==> config.mk <==
export PLATFORM = sky130hd
export DESIGN_NAME = wb_mem_arbiter
export DESIGN_NICKNAME = d
export VERILOG_FILES = /design/src/rtl/wb_mem_arbiter.sv
export SDC_FILE = /design/constraint.sdc
export NUM_CORES = 1
export LEC_CHECK = 0
export CAP_MARGIN = 20
export CORE_AREA = 2 2 108 110
export CTS_CLUSTER_SIZE = 30
export DETAILED_ROUTE_END_ITERATION = 8
export DIE_AREA = 0 0 110 112
export GPL_ROUTABILITY_DRIVEN = 0
export REMOVE_ABC_BUFFERS = 1
export SYNTH_ARGS = -nofsm -noshare
export SYNTH_HDL_FRONTEND = slang
export SYNTH_SLANG_ARGS = --single-unit
==> constraint.sdc <==
create_clock -name clk -period 2.33 [get_ports clk]
set_clock_uncertainty 0.05 [all_clocks]
set_input_delay 0.466 -clock clk [delete_from_list [all_inputs] [get_ports clk]]
set_output_delay 0.466 -clock clk [all_outputs]
set_load 0.03 [all_outputs]
==> src/rtl/wb_mem_arbiter.sv <==
// Two-master Wishbone arbiter in front of a single memory slave.
// The core and the UART bridge share the memory. Simultaneous requests alternate
// between the two masters. A stuck slave is covered by a per-transfer timeout.
module wb_mem_arbiter #(
  parameter int unsigned DATA_WIDTH     = 32,
  parameter int unsigned MEM_ADDR_WIDTH = 10,
  parameter int unsigned TIMEOUT        = 15
) (
  input  logic                      clk,
  input  logic                      rst,
  // core port
  input  logic                      i_core_req,
  input  logic                      i_core_we,
  input  logic [31:0]               i_core_adr,
  input  logic [DATA_WIDTH-1:0]     i_core_dat,
  output logic [DATA_WIDTH-1:0]     o_core_dat,
  output logic                      o_core_ack,
  output logic                      o_core_stall,
  // UART bridge Wishbone master
  input  logic                      i_uart_cyc,
  input  logic                      i_uart_stb,
  input  logic                      i_uart_we,
  input  logic [31:0]               i_uart_adr,
  input  logic [DATA_WIDTH-1:0]     i_uart_dat,
  output logic [DATA_WIDTH-1:0]     o_uart_dat,
  output logic                      o_uart_ack,
  // memory slave
  output logic                      o_mem_cyc,
  output logic                      o_mem_stb,
  output logic                      o_mem_we,
  output logic [MEM_ADDR_WIDTH-1:0] o_mem_adr,
  output logic [DATA_WIDTH-1:0]     o_mem_dat,
  input  logic [DATA_WIDTH-1:0]     i_mem_dat,
  input  logic                      i_mem_ack,
  output logic                      o_timeout
);

  typedef enum logic [1:0] {StIdle, StCore, StUart} state_e;

  // Granted cycle k holds count k-1, so this value marks the TIMEOUT-th cycle.
  localparam logic [7:0] LP_TMO_LAST = 8'(TIMEOUT - 1);

  state_e      r_state, w_state_next;
  logic        r_last_uart, w_last_uart_next;  // 0: core got the last grant
  logic [7:0]  r_cnt, w_cnt_next;
  logic        w_core_vld, w_uart_vld;

  // Only the low address bits reach memory; the upper bits are ignored on purpose.
  logic w_unused_adr;
  assign w_unused_adr = ^{i_core_adr[31:MEM_ADDR_WIDTH], i_uart_adr[31:MEM_ADDR_WIDTH]};

  assign w_core_vld = i_core_req;
  assign w_uart_vld = i_uart_cyc & i_uart_stb;

  // Arbiter state, last-grant memory and timeout counter.
  always_ff @(posedge clk or posedge rst) begin
    if (rst) begin
      r_state     <= StIdle;
      r_last_uart <= 1'b0;
      r_cnt       <= 8'd0;
    end else begin
      r_state     <= w_state_next;
      r_last_uart <= w_last_uart_next;
      r_cnt       <= w_cnt_next;
    end
  end

  // Next-state decode, bus muxing and completion signalling.
  always_comb begin
    w_state_next     = r_state;
    w_last_uart_next = r_last_uart;
    w_cnt_next       = r_cnt;
    o_mem_cyc        = 1'b0;
    o_mem_stb        = 1'b0;
    o_mem_we         = 1'b0;
    o_mem_adr        = '0;
    o_mem_dat        = '0;
    o_core_ack       = 1'b0;
    o_core_dat       = '0;
    o_uart_ack       = 1'b0;
    o_uart_dat       = '0;
    o_timeout        = 1'b0;

    unique case (r_state)
      StIdle: begin
        if (w_core_vld && (!w_uart_vld || r_last_uart)) begin
          w_state_next     = StCore;
          w_last_uart_next = 1'b0;
          w_cnt_next       = 8'd0;
        end else if (w_uart_vld) begin
          w_state_next     = StUart;
          w_last_uart_next = 1'b1;
          w_cnt_next       = 8'd0;
        end
      end

      StCore: begin
        o_mem_cyc = 1'b1;
        o_mem_stb = 1'b1;
        o_mem_we  = i_core_we;
        o_mem_adr = i_core_adr[MEM_ADDR_WIDTH-1:0];
        o_mem_dat = i_core_dat;
        // A withdrawn request aborts silently, even over a pending ack or timeout.
        if (!i_core_req) begin
          w_state_next = StIdle;
        end else if (i_mem_ack) begin
          o_core_ack   = 1'b1;
          o_core_dat   = i_mem_dat;
          w_state_next = StIdle;
        end else if (r_cnt == LP_TMO_LAST) begin
          o_core_ack   = 1'b1;
          o_timeout    = 1'b1;
          w_state_next = StIdle;
        end else begin
          w_cnt_next = r_cnt + 8'd1;
        end
      end

      StUart: begin
        o_mem_cyc = 1'b1;
        o_mem_stb = 1'b1;
        o_mem_we  = i_uart_we;
        o_mem_adr = i_uart_adr[MEM_ADDR_WIDTH-1:0];
        o_mem_dat = i_uart_dat;
        if (!i_uart_cyc) begin
          w_state_next = StIdle;
        end else if (i_mem_ack) begin
          o_uart_ack   = 1'b1;
          o_uart_dat   = i_mem_dat;
          w_state_next = StIdle;
        end else if (r_cnt == LP_TMO_LAST) begin
          o_uart_ack   = 1'b1;
          o_timeout    = 1'b1;
          w_state_next = StIdle;
        end else begin
          w_cnt_next = r_cnt + 8'd1;
        end
      end

      default: w_state_next = StIdle;
    endcase
  end

  assign o_core_stall = i_core_req & ~o_core_ack;

endmodule

[Word level (Yosys, flattened, before mapping)]
Index checks and enable logic that the tools add are counted.
Storage, ports and cells
  register bits: 11
  input bits: 168
Cells by class
  add/subtract/negate cells: 1
  equality and inequality tests: 6
  muxes and demuxes: 35
  bitwise logic cells: 3
  reduce and logical (&&, ||, !) cells: 9
Operator list (number)
  $mux W32: 5
  $pmux W32 S2: 1
  $mux W8: 6
  $pmux W8 S3: 1
  $pmux W10 S2: 1
  $mux W1: 12
  $mux W2: 6
  $add A8 B1 Y8 const B: 1
  $eq A8 B4 Y1 const B: 1
  $pmux W2 S3: 1
  $ne A2 B2 Y1 const B: 2
  $pmux W1 S2: 2
  $reduce_and A4 Y1: 1
  $ne A3 B3 Y1 const B: 1
  $reduce_bool A3 Y1: 1
  $and A1 B1 Y1: 2
  $eq A2 B1 Y1 const B: 1
  $eq A2 B2 Y1 const B: 1
  $logic_not A2 Y1: 1
  $reduce_and A2 Y1: 1
  $reduce_bool A2 Y1: 1
  $reduce_or A2 Y1: 1
  $logic_and A1 B1 Y1: 1
  $logic_not A1 Y1: 1
  2 further kinds: 2

[Logic depth before layout (Yosys ltp)]
Gate-level depths: netlist of the first run.
  depth in word-level cells: 7
  mapped depth: 8
  gate-level depth less buffers: 6

[Worst setup path before layout of the first run]
OpenSTA, ideal clock, no wires.
  path kind: register to output
  start: register r_state[0]
  end: output port o_timeout
  data arrival time: 2288 ps
  path slack: -474 ps
  cell stages (with the launch flop): 5
  path buffers: 1
  cell sequence: dfrtp_1 > inv_1 > ha_1 > clkbuf_1 > nor4b_1
On the way
  longest elaborated chain between the ends: 2
RTL lines
  from (decl): RTL line 43  | state_e r_state, w_state_next;
  from (signal assigned): RTL line 58  | r_state <= StIdle;
  from (signal assigned): RTL line 62  | r_state <= w_state_next;
  $eq A2 B2 Y1 or $eq A2 B1 Y1 (tied branches): RTL line 84  | unique case (r_state)
  $pmux W1 S2 *: RTL line 84
  to (decl): RTL line 35  | output logic o_timeout
Mark *: on every way between the ends. The rest lies on a longest branch, timed or not.

[Worst setup path after layout of the first run]
  start: register r_cnt[0]
  end: output port o_timeout
On the way
  longest elaborated chain between the ends: 5
RTL lines
  from (decl): RTL line 45  | logic [7:0] r_cnt, w_cnt_next;
  from (signal assigned): RTL line 64  | r_cnt <= w_cnt_next;
  $eq A8 B4 Y1 *: RTL line 110, 131
  $mux W1 *: RTL line 110, 131
  $mux W1 *: RTL line 127  | end else if (i_mem_ack) begin
  $mux W1, on equally long branches: RTL line 125, 104
  $pmux W1 S2 *: RTL line 84
Marked as above.

==> reports/qor.yml, run 1 <==
cts:
  cts_tree: "done"
  clk_pin_slew_worst_paths_ns: 0.04
  cts_sinks: 11
  cts_max_level: 1
  cts-root-buf: "clkbuf_16"
  hold_buffers: 0
  clockBufferDepth: 2
  clk_latency_ns: 0.24
  numCtsBuffers: 3
setup_path:
  critical_path_buf_inv_count: 3
  r2r_setup_slack_ns: 0.22
  startpoint: "r_cnt[0]$_DFFE_PP0P_"
  r2r_end: "r_cnt[1]$_DFFE_PP0P_"
  crit_path_top_delay_cell: "dfrtp_1"
  path_depth: 7
  ff2ff_path_depth: 6
  cp_data_arrival_time_ns: 1.75
  cp-end-kind: "output port"
  crit_chain: "inv_2 -> ha_1 -> and4b_2 -> nand2_1 -> nor4b_2 -> buf_4 -> buf_12"
  worstSetupEndpoint: "o_timeout"
  cpPeakStageDelay_ns: 0.38
  crit_type: "reg -> out"
  crit_family: "simple AND/OR/NAND/NOR gates"
  startpoint_type: "register"
  required_ns: 1.81
  cp_max_fo: 3
  r2r-start: "r_state[0]$_DFFE_PP0N_"
global_route:
  grt_use_total_pct: 13.8
  grt_antenna_before_repair: 0
  grt_pass1_vias: 2775
  top_usage_layer: "met2"
  grt_use_met2_pct: 25.3
  grt-ovfl-total: 0
  met1_usage_pct: 16.4
  grt_max_degree: 60
  grt_use_met3_pct: 2.46
  grt_pass1_wl_mm: 13.8
detailed_routing:
  drtPass1Iterations: 4
  drt-initial-drc-count: 152
  avgViaCountPerCell: 4.53
  wl_mm: 9.65
  final_antenna_net_count: 0
  drc: 0
  vias: 3077
  wl_per_cell_um: 14.2
timing:
  fin_crit_sh_pct: 97.2
  rsz0062_at_grt: "yes"
  slew_viol_final: 0
  period_needed_ns: 2.27
  fmax_mhz: 441
  worstMarginPinSlew_ns: 0.568
  hold_viol: 0
  setup_viol: 0
  worst_slew_margin_rel_pct: 62.0
floorplanning:
  start_util_pct: 17.4
  die_area_um2: 12300
  die_w_um: 110
  num_rows: 39
  die_h_um: 112
  core_um2: 11200
  ios: 281
synthesis:
  synth_seq_cells: 11
  synth_seq_area_share_pct: 14.1
  syn-cell-area_um2: 1950
  syn_inst: 305
  synth_area_per_cell_um2: 6.39
  yosys_warnings: 0
  synth_cell_types: 34
run_status:
  status: "finished, final reports clean"
place:
  dp_cells: 673
  placed_area_um2: 4350
  port_buffers: 236
  hpwl_mm: 7.57
power:
  switching_power_mw: 1.97
  power_frac_clock_pct: 8.1
  switching_share_pct: 50.8
  power_frac_seq_pct: 7.4
  max-vdd-ir-drop_uv: 496
  pwr-share-comb_pct: 84.5
  internal-power_mw: 1.91
  p_leak_nw: 1.91
  powerDensity_nw_per_um2: 863
cells_and_area:
  fin_nets: 711
  insertedDiodeCount: 0
  drive_gt1_share_pct: 28.7
  syn2layout_area_growth_pct: 131
  final_cell_area_um2: 4490
  mostFrequentLayoutCells: "123 x clkdlybuf4s50_1, 123 x buf_4, 67 x nor2_1, 43 x nor2b_1, 43 x a22oi_1"
  instances_no_fill: 679
hold_path:
  holdCritPathClass: "in -> async"
job:
  max-cap-violations: 0
-- cells by family (layout without fill, tap and decap cells) --
family | after synthesis | in the layout | share of synthesized area, %
DFF | 11 | 11 | 14.1
AOI/OAI and AO/OA | 66 | 66 | 26.5
adders and majority gates | 6 | 6 | 3.85
and+or+nand+nor | 171 | 171 | 42.0
buffers and inverters | 43 | 274 | 9.12
muxes | 8 | 8 | 4.37
-- synth_stat cells --
cell | n | area, um^2
and4_1 | 1 | 8.76
dfrtp_1 | 11 | 275
mux2_4 | 1 | 15.0
nor4b_1 | 2 | 17.5
o311ai_4 | 1 | 26.3
nor2_1 | 68 | 255
a2111oi_0 | 1 | 8.76
nor3_2 | 1 | 10.0
ha_1 | 6 | 75.1
o2bb2ai_1 | 1 | 8.76
clkbuf_1 | 25 | 93.8
mux2i_1 | 7 | 70.1
inv_1 | 11 | 41.3
nor3_1 | 1 | 5.00
o31ai_1 | 12 | 90.1
nor2b_1 | 45 | 282
a22oi_1 | 43 | 323
and4b_1 | 1 | 10.0
buf_2 | 1 | 5.00
buf_6 | 1 | 11.3
nand2b_1 | 1 | 6.26
nor4_1 | 5 | 31.3
a22o_1 | 2 | 17.5
inv_2 | 2 | 7.51
and3_1 | 1 | 6.26
a21oi_1 | 2 | 10.0
nand2_1 | 39 | 146
buf_1 | 1 | 3.75
a32o_1 | 1 | 10.0
o21a_1 | 2 | 15.0
a21o_1 | 1 | 7.51
nor4b_2 | 1 | 15.0
nand3_1 | 5 | 25.0
buf_4 | 2 | 15.0
-- state kept, by name, indices dropped and copies added (netlist names) --
signal and flops:
r_state 2, r_cnt 8, r_last_uart 1
-- how the worst min path moves through the flow --
stage	startpoint	end	depth (start not counted)
floorplan	rst	r_cnt[0]$_DFFE_PP0P_	1
global placement	r_last_uart$_DFFE_PP0P_	r_last_uart$_DFFE_PP0P_	1
detailed placement	r_state[1]$_DFFE_PP0N_	r_state[1]$_DFFE_PP0N_	1
CTS	r_state[1]$_DFFE_PP0N_	r_state[1]$_DFFE_PP0N_	1
global route	r_state[1]$_DFFE_PP0N_	r_state[1]$_DFFE_PP0N_	1
finish	rst	r_cnt[2]$_DFFE_PP0P_	2
-- area by class of cell --
type / count / area (um^2)
fill: 1112 / 6680
timing repair buffer: 257 / 2380
sequential: 11 / 277
tap: 143 / 179
clock buffer: 4 / 78.8
multi-input combinational: 251 / 1530
inverter: 13 / 48.8
-- timing repair --
item,4_1_cts,5_1_grt
endpoints found under the hold margin,0,0
pin swaps,0,1
gates resized for setup,4,8
buffers inserted,0,1
setup endpoints to repair,2,30
gates cloned,0,1
-- metal layers --
metal	up-vias	wire length, um
li1	1517	-
met1	1406	3820
met2	143	4870
met3	11	842
met4	0	120
met5	-	0
-- worst reg2reg max path, stage by stage, from the launching register on --
cell	delay [ns]
dfrtp_1	0.39
inv_1	0.08
ha_2	0.42
nor4b_1	0.26
a22o_1	0.37
nor3_2	0.10
mux2_4	0.31
-- power by group through the flow --
stage               Combinational, mW  Sequential (mW)  Clock, mW
floorplan                        1.90            0.276          0
CTS                              3.15            0.289      0.328
finish                           3.28            0.287      0.315
detailed placement               3.14            0.291          0
global placement                 3.11            0.288          0
global route                     3.52            0.293      0.337
-- through the flow --
| stage | TNS (ns) | hold slack, ns | setup WS (ns) | util, % | power (mW) |
|---|---|---|---|---|---|
| 6_report | 0 | 0.486 | 0.0649 | 40.2 | 3.88 |
| 5_1_grt | -0.138 | 0.526 | -0.0328 | 40.2 | 4.15 |
| 4_1_cts | 0 | 0.504 | 0.00976 | 39.7 | 3.77 |
| 3_5_place_dp | -0.0243 | 0.490 | -0.0243 | 38.9 | 3.43 |
| 3_3_place_gp | -0.0621 | 0.474 | -0.0621 | 38.9 | 3.40 |
| 2_1_floorplan | -82.68 | 0.268 | -1.63 | - | 2.18 |
Note: power is estimated with default switching activity, not from simulation.
==> run 2, diff against run 1 <==
==> constraint.sdc (replaced) <==
create_clock -name clk -period 2.33 [get_ports clk]
set_clock_uncertainty 0.05 [all_clocks]
set_input_delay 0.466 -clock clk [delete_from_list [all_inputs] [get_ports clk]]
set_output_delay 0.466 -clock clk [all_outputs]
set_load 0.01 [all_outputs]
==> reports/qor.yml, run 2 (synthesis gave the netlist of run 1 again) <==
job:
  max-cap-violations: 0  # unchanged
cells_and_area:
  syn2layout_area_growth_pct: 156
  mostFrequentLayoutCells: "121 x clkdlybuf4s50_1, 87 x dlygate4sd2_1, 68 x nor2_1, 45 x nor2b_1, 38 x nand2_1"
  largest_reg_flops: 8  # unchanged
  final_common_cell: "clkdlybuf4s50_1"
  post-route-util_pct: 44.6  # +4.4 points
  final_cell_area_um2: 4980  # +11%
  largestRegisters: "r_cnt (8), r_state (2), r_last_uart (1)"
  top_register: "r_cnt"
  insertedDiodeCount: 0  # unchanged
  drive_gt1_share_pct: 13.9  # -15 points
  fin_nets: 736  # +3.5%
detailed_routing:
  wl_per_cell_um: 14.8  # +3.9%
  final_antenna_net_count: 0  # unchanged
  vias: 3164  # +2.8%
  drt-initial-drc-count: 137  # -9.9%
  wl_mm: 10.4  # +7.7%
  avgViaCountPerCell: 4.49  # -0.82%
  drc: 0  # unchanged
  drtPass1Iterations: 6  # +2
cts:
  numCtsBuffers: 3  # unchanged
  clockBufferDepth: 2  # unchanged
  cts-root-buf: "clkbuf_16"
  cts_max_level: 1  # unchanged
  clk_latency_ns: 0.24  # about the same
  hold_buffers: 0  # unchanged
  cts_tree: "done"
  clk_pin_slew_worst_paths_ns: 0.04  # about the same
  cts_sinks: 11  # unchanged
hold_path:
  holdCritPathClass: "reg -> reg"
power:
  power_frac_clock_pct: 8.0  # about the same
  max-vdd-ir-drop_uv: 432  # -13%
  switching_share_pct: 40.8  # -10 points
  p_leak_nw: 2.32  # +21%
  switching_power_mw: 1.61  # -19%
  power_frac_seq_pct: 6.7  # -0.7 points
  pwr-share-comb_pct: 85.3  # +0.8 points
  power_mw: 3.94  # +1.6%
  internal-power_mw: 2.33  # +22%
  powerDensity_nw_per_um2: 790  # -8.4%
floorplanning:
  ios: 281  # unchanged
  num_rows: 39  # unchanged
  core_um2: 11200  # unchanged
  start_util_pct: 17.4  # unchanged
  die_h_um: 112  # unchanged
  die_area_um2: 12300  # unchanged
  die_w_um: 110  # unchanged
global_route:
  grt-ovfl-total: 0  # unchanged
  grt_use_total_pct: 15.3  # +1.5 points
  grt_pass1_wl_mm: 15.1  # +9.2%
  grt_pass1_vias: 3049  # +9.9%
  grt_antenna_before_repair: 0  # unchanged
  grt_max_degree: 35  # -42%
timing:
  period_needed_ns: 2.29  # +0.0283 ns
  fin_crit_sh_pct: 98.4  # +1.2 points
  fmax_mhz: 436  # -1.2%
  whs_ns: 0.487  # +0.00134 ns
  worst_slew_margin_rel_pct: 56.9  # -5.1 points
  setup_viol: 0  # unchanged
  hold_viol: 0  # unchanged
  worstMarginPinSlew_ns: 0.645  # +0.0769 ns
  slew_viol_final: 0  # unchanged
run_status:
  status: "finished, final reports clean"
place:
  hpwl_mm: 8.41  # +11%
  port_buffers: 236  # unchanged
  placed_area_um2: 4820  # +11%
setup_path:
  crit_type: "reg -> out"
  cp_max_fo: 12  # +9
  cp_data_arrival_time_ns: 1.78  # +0.03 ns
  required_ns: 1.81  # about the same
  cp-end-kind: "output port"
  startpoint_type: "register"
[run 2: cell count changes in the layout (fill, tap and decap cells not counted), sizes merged]
cell,change
buf,-88
bufbuf,+2
clkbuf,+1
clkdlybuf4s15,+23
clkdlybuf4s50,-2
dlygate4sd2,+87
dlymetal6s2s,+2
[run 2: worst paths after layout]
| kind | cells past startpoint | slack, ns | from | endpoint |
|---|---|---|---|---|
| hold / removal | 1 | 0.49 | r_last_uart$_DFFE_PP0P_ | r_last_uart$_DFFE_PP0P_ |
| max in group asynchronous | 2 | 1.41 | rst | r_cnt[7]$_DFFE_PP0P_ |
| setup reg to reg | 7 | 0.12 | r_state[0]$_DFFE_PP0N_ | r_cnt[1]$_DFFE_PP0P_ |
| setup / recovery | 7 | 0.04 | r_state[0]$_DFFE_PP0N_ | o_mem_dat[25] |
| min in group asynchronous | 2 | 0.50 | rst | r_state[0]$_DFFE_PP0N_ |
| hold reg to reg | 1 | 0.49 | r_last_uart$_DFFE_PP0P_ | r_last_uart$_DFFE_PP0P_ |
[run 2: per-stage QoR]
| stage | setup TNS (ns) | setup WS [ns] | cells |
|---|---|---|---|
| floorplan | -44.54 | -1.03 | 275 |
| global placement | -15.55 | -0.418 | 697 |
| detailed placement | -16.07 | -0.436 | 697 |
| CTS | 0 | 0.00589 | 704 |
| global route | -0.0168 | -0.0155 | 704 |
| finish | 0 | 0.0366 | 704 |
[run 2: power groups by stage]
stage	clock [mW]	combinational (mW)	sequential, mW
floorplan	0	1.40	0.276
global placement	0	3.24	0.263
detailed placement	0	3.28	0.265
CTS	0.322	3.29	0.264
global route	0.334	3.60	0.270
finish	0.315	3.36	0.264
[run 2: final cells by class]
cell class                      count  area, um^2
Timing Repair Buffer              282        2790
Sequential cell                    11         275
Clock buffer                        4        78.8
Tap cell                          143         179
Fill cell                        1119        6190
Multi-Input combinational cell    251        1610
Inverter                           13        48.8
[run 2: what timing repair did]
action	CTS	global route
buffers inserted	1	0
gates cloned	2	0
hold endpoints to repair	0	0
setup endpoints to repair	113	41
resized for setup	131	42
pin swaps	1	1
[run 2: layer usage]
layer,global-route usage (%),up-vias,wire (um)
met2,29.1,144,5370
met5,0,-,0
met3,4.39,11,985
met1,17.0,1445,3960
li1,-,1564,-
met4,1.60,0,77
[run 2: worst max-delay path, cell delays in order, from the launching register on]
cell and delay [ns]:
dfrtp_1 0.38, buf_4 0.16, ha_4 0.18, buf_12 0.15, buf_12 0.13, a22oi_1 0.18, nor2b_1 0.06, dlygate4sd2_1 0.29
